File: src/rtl/alu_writeback.sv
// Execute-to-writeback stage: in-order result FIFO, register-file drain, and flag commit.
// Optional feature: define ALU_WB_FLAG_FWD_EN to forward pending flags to carry_q/cond_true.
module alu_writeback #(
  parameter int DEPTH   = 2,
  parameter int RADDR_W = 3
) (
  input  logic               clk,
  input  logic               reset,
  input  logic               in_valid,
  output logic               in_ready,
  input  logic [7:0]         in_result,
  input  logic [2:0]         in_flags,
  input  logic [RADDR_W-1:0] in_rd,
  input  logic               in_wen,
  input  logic               in_fen,
  output logic               wr_en,
  output logic [RADDR_W-1:0] wr_addr,
  output logic [7:0]         wr_data,
  input  logic               wr_ready,
  output logic [2:0]         flags_q,
  output logic               carry_q,
  input  logic [1:0]         cond_sel,
  output logic               cond_true
);

  localparam int PTR_W = (DEPTH > 1) ? $clog2(DEPTH) : 1;
  localparam int CNT_W = $clog2(DEPTH + 1);

  typedef enum logic [1:0] {
    EMPTY,
    PARTIAL,
    FULL
  } fifo_state_t;

  fifo_state_t        state_q, state_d;
  logic [CNT_W-1:0]   count_q, count_d;
  logic [PTR_W-1:0]   head_q, tail_q;
  logic               alive_q;
  logic [RADDR_W-1:0] last_addr_q;
  logic [7:0]         last_data_q;

  logic [7:0]         res_mem   [DEPTH];
  logic [2:0]         flags_mem [DEPTH];
  logic [RADDR_W-1:0] rd_mem    [DEPTH];
  logic               wen_mem   [DEPTH];
  logic               fen_mem   [DEPTH];

  logic       head_valid;
  logic       push;
  logic       pop;
  logic [2:0] eff_flags;

  // in_ready depends only on registered state; alive_q holds it low until the first edge after reset.
  assign head_valid = (state_q != EMPTY);
  assign in_ready   = alive_q && (state_q != FULL);
  assign push       = in_valid && in_ready;
  assign pop        = head_valid && (wr_ready || !wen_mem[head_q]);

  assign wr_en   = head_valid && wen_mem[head_q];
  assign wr_addr = head_valid ? rd_mem[head_q]  : last_addr_q;
  assign wr_data = head_valid ? res_mem[head_q] : last_data_q;

  always_comb begin
    count_d = count_q;
    state_d = state_q;
    if (push && !pop) begin
      count_d = count_q + CNT_W'(1);
    end else if (pop && !push) begin
      count_d = count_q - CNT_W'(1);
    end
    if (count_d == '0) begin
      state_d = EMPTY;
    end else if (count_d == CNT_W'(DEPTH)) begin
      state_d = FULL;
    end else begin
      state_d = PARTIAL;
    end
  end

  always_ff @(posedge clk or posedge reset) begin
    if (reset) begin
      state_q     <= EMPTY;
      count_q     <= '0;
      head_q      <= '0;
      tail_q      <= '0;
      alive_q     <= 1'b0;
      flags_q     <= 3'b000;
      last_addr_q <= '0;
      last_data_q <= 8'h00;
    end else begin
      alive_q <= 1'b1;
      state_q <= state_d;
      count_q <= count_d;
      if (push) begin
        tail_q <= tail_q + PTR_W'(1);
      end
      if (pop) begin
        head_q <= head_q + PTR_W'(1);
        if (fen_mem[head_q]) begin
          flags_q <= flags_mem[head_q];
        end
      end
      if (head_valid) begin
        last_addr_q <= rd_mem[head_q];
        last_data_q <= res_mem[head_q];
      end
    end
  end

  // Payload needs no reset: entries are only observed while counted as occupied.
  always_ff @(posedge clk) begin
    if (push) begin
      res_mem[tail_q]   <= in_result;
      flags_mem[tail_q] <= in_flags;
      rd_mem[tail_q]    <= in_rd;
      wen_mem[tail_q]   <= in_wen && (in_rd != '0);
      fen_mem[tail_q]   <= in_fen;
    end
  end

`ifdef ALU_WB_FLAG_FWD_EN
  logic [PTR_W-1:0] fwd_idx;

  // Walk oldest to youngest so the youngest pending flag-writer wins.
  always_comb begin
    eff_flags = flags_q;
    fwd_idx   = '0;
    for (int i = 0; i < DEPTH; i++) begin
      fwd_idx = head_q + PTR_W'(i);
      if ((i < int'(count_q)) && fen_mem[fwd_idx]) begin
        eff_flags = flags_mem[fwd_idx];
      end
    end
  end
`else
  assign eff_flags = flags_q;
`endif

  assign carry_q = eff_flags[2];

  always_comb begin
    cond_true = 1'b1;
    case (cond_sel)
      2'b00:   cond_true = 1'b1;
      2'b01:   cond_true = eff_flags[0];
      2'b10:   cond_true = eff_flags[1];
      default: cond_true = eff_flags[2];
    endcase
  end

endmodule
File: config.mk
export PLATFORM = sky130hd
export DESIGN_NAME = alu_writeback
export DESIGN_NICKNAME = d
export VERILOG_FILES = /design/src/rtl/alu_writeback.sv
export SDC_FILE = /design/constraint.sdc
export NUM_CORES = 1
export LEC_CHECK = 0
export CORE_ASPECT_RATIO = 0.75
export CORE_UTILIZATION = 24
export CTS_BUF_LIST = sky130_fd_sc_hd__clkbuf_8
export CTS_CLUSTER_DIAMETER = 30
export DETAILED_ROUTE_END_ITERATION = 7
export PLACE_DENSITY = 0.53
export SYNTH_ARGS = -nofsm -noshare
export SYNTH_HDL_FRONTEND = slang
export SYNTH_SLANG_ARGS = --single-unit
export TNS_END_PERCENT = 20
File: constraint.sdc
create_clock -name clk -period 4.2 [get_ports clk]
set_input_delay 1.05 -clock clk [delete_from_list [all_inputs] [get_ports clk]]
set_output_delay 1.05 -clock clk [all_outputs]
set_load 0.005 [all_outputs]
==> impl_metrics.yaml <==
yosys:
  yosysTopAreaCell: "edfxtp_1"
  ys_seq_elements: 52
  syn-num-nets: 152
  synth_top_family_by_area: "multiplexers"
  seq_area_frac_synth_pct: 74.0
  syn-cell-area_um2: 1970
  synthSimpleGateAreaFrac_pct: 6.84
  yosysUniqueCellTypes: 28
  synth_xor_area_share_pct: 2.22
  yosys.area.top_type_share_pct: 48.7
  syn_avg_cell_area_um2: 15.2
  yosysWarningCount: 0
  yosys-mux-area-fraction_pct: 9.19
  synth.area.top_cells: "edfxtp_1 (49%), dfrtp_1 (25%), mux2i_1 (8.6%)"
  synth-compound-area-share_pct: 5.64
  synth_cells: 130
  yosys.area_share.adder_pct: 0
route:
  viasPerCell: 3.98
  firstDrtPassIters: 4
  route.detailed.drc: 0
  final_antenna_net_count: 0
  vias: 1102
  detailedRoute.firstIterationViolations: 23
  detail_route.wl_per_cell_um: 12.7
  finalWirelength_um: 3520
clocking:
  clk_pin_slew_worst_paths_ns: 0.08
  insertion_delay_ns: 0.30
  root_buffer: "clkbuf_8"
  cts_sinks: 52
  cts_hold_buf: 0
  h-tree-depth: 2
  ctsLongestPathBuffers: 2
  post-cts-setup-buffers: 0
  post_cts_resize_count: 0
  numCtsBuffers: 5
  cts_tree: "yes"
cells_and_area:
  syn_to_final_growth_pct: 29.6
  final_common_cell: "clkdlybuf4s50_1"
  drive_above_1_share_pct: 7.56
  final_cell_mix: "clkdlybuf4s50_1 (39), edfxtp_1 (32), dfrtp_1 (20), mux2i_1 (17), nor2_1 (13)"
  fillers: 801
  antennaDiodeCount: 0
  design_area_um2: 2560
  layout.nets: 194
run_status:
  status: "finished clean"
floorplanning:
  initial_core_util_pct: 24.9
  die-area_um2: 8600
  die_y_um: 80.6
  pin_count: 40
  rows: 28
  fp.coreArea_um2: 7920
  die_w_um: 107
timing:
  fmax_ghz: 0.296
  tightest_slew_ns: 0.869
  hold_viol: 0
  setup_viol: 0
  finalCritPeriodShare_pct: 80.5
  slew_viol_final: 0
  setup_tns_ns: 0
  rsz0062_at_grt: "false"
  relSlewSlack_pct: 42.0
  layout_min_cycle_time_ns: 3.38
  fin_skew_ns: 0.00602
  fin_ws_ns: 0.820
power_and_ir_drop:
  power.density_nw_per_um2: 633
  leakage_nw: 0.952
  irDropWorstVdd_uv: 175
  total_power_mw: 1.62
min_path:
  hold_start: "tail_q"
  min_path_type: "register to register"
worst_setup_path:
  setup.worst_path.start_class: "primary input"
  timing.rr.start: "head_q"
  ff2ff_setup_slack_ns: 2.26
  cp-end-kind: "output port"
  cp.arrival_ns: 2.33
  cp_max_fo: 2
  cp-startpoint: "cond_sel[0]"
  required_ns: 3.15
  criticalPathCategory: "primary input to output port"
global_route:
  grt_overflow: 0
  grt_pass1_vias: 1083
  antenna_found_initial: 0
  grt_usage_pct: 8.94
  grt_pass1_wl_um: 5560
  grt_max_degree: 26
place:
  gp_congestion: 0.725
  postPlaceCellArea_um2: 2480
  dp_slack_ns: 0.823
  hpwl_um: 2380
  io_buffers: 39
job:
  maxCapViolCount: 0
-- path summary, 6_finish.rpt --
kind                             endpoint  cells past startpoint
max                             cond_true                      4
min                                tail_q                      1
max reg2reg                    state_q[1]                      4
min reg2reg                        tail_q                      1
max in group asynchronous  last_addr_q[1]                      2
min in group asynchronous  last_data_q[0]                      2
-- synthesized netlist by cell type --
cell	count
a21oi_1	11
a22oi_1	1
and2_1	1
and3_1	1
buf_4	1
buf_6	1
clkbuf_1	4
conb_1	1
dfrtp_1	20
edfxtp_1	32
inv_1	1
mux2_2	1
mux2i_1	17
nand2_1	4
nand2b_1	1
nand3_1	3
nand4_1	1
nor2_1	13
nor2b_1	1
o211ai_1	1
o211ai_2	1
o21ai_0	4
o31a_1	1
or2_2	1
or2_4	1
or4b_1	1
xnor2_1	4
xor2_1	1
-- sequential cells by signal, indices dropped and copies added (netlist names) --
signal / flops
res_mem: 16
alive_q: 1
head_q: 1
state_q: 1
tail_q: 1
count_q: 2
last_data_q: 8
last_addr_q: 3
flags_q: 3
fen_mem: 2
rd_mem: 6
wen_mem: 2
flags_mem: 6
-- final cells by class --
type                    count  area [um2]  share of cell area, %
flip-flops and latches     52        1460                   57.1
clock buffers               5        68.8                   2.69
repair buffers             41         405                   15.8
inverters                   1        3.75                  0.147
well taps                 105         131                   5.13
multi-input cells          71         475                   18.6
clock inverters             2        12.5                  0.489
-- worst max-delay path, cell delays in order --
cell and delay, ns:
clkdlybuf4s50_1 0.50, mux2i_1 0.08, a22oi_1 0.18, clkdlybuf4s50_1 0.52
-- through the flow --
stage	std cells	util (%)	hold slack, ns
after detailed placement	270	31.3	0.480
after CTS	277	32.3	0.497
after global placement	270	31.3	0.477
after floorplan	130	-	0.461
final	277	32.3	0.493
after global routing	277	32.3	0.519
-- metal layers --
metal	track usage (%)	share of wire (%)
met3	3.00	5.4
met5	0	0
met2	13.9	46
met1	11.4	48
met4	3.70	1.0
-- power by group --
group / internal (mW) / switching [mW] / total (mW)
registers: 0.682 / 0.0786 / 0.761
clock network: 0.113 / 0.152 / 0.265
logic: 0.335 / 0.258 / 0.593
total: 1.13 / 0.489 / 1.62
-- cell families (layout without fill, tap and decap cells) --
kind of cell / count (synthesis) / after routing
other cells: 1 / 1
buf+inv: 7 / 49
xor+xnor: 5 / 5
compound gates: 19 / 19
simple gates: 28 / 28
flops: 52 / 52
mux: 18 / 18
(Power assumes the default switching activity.)
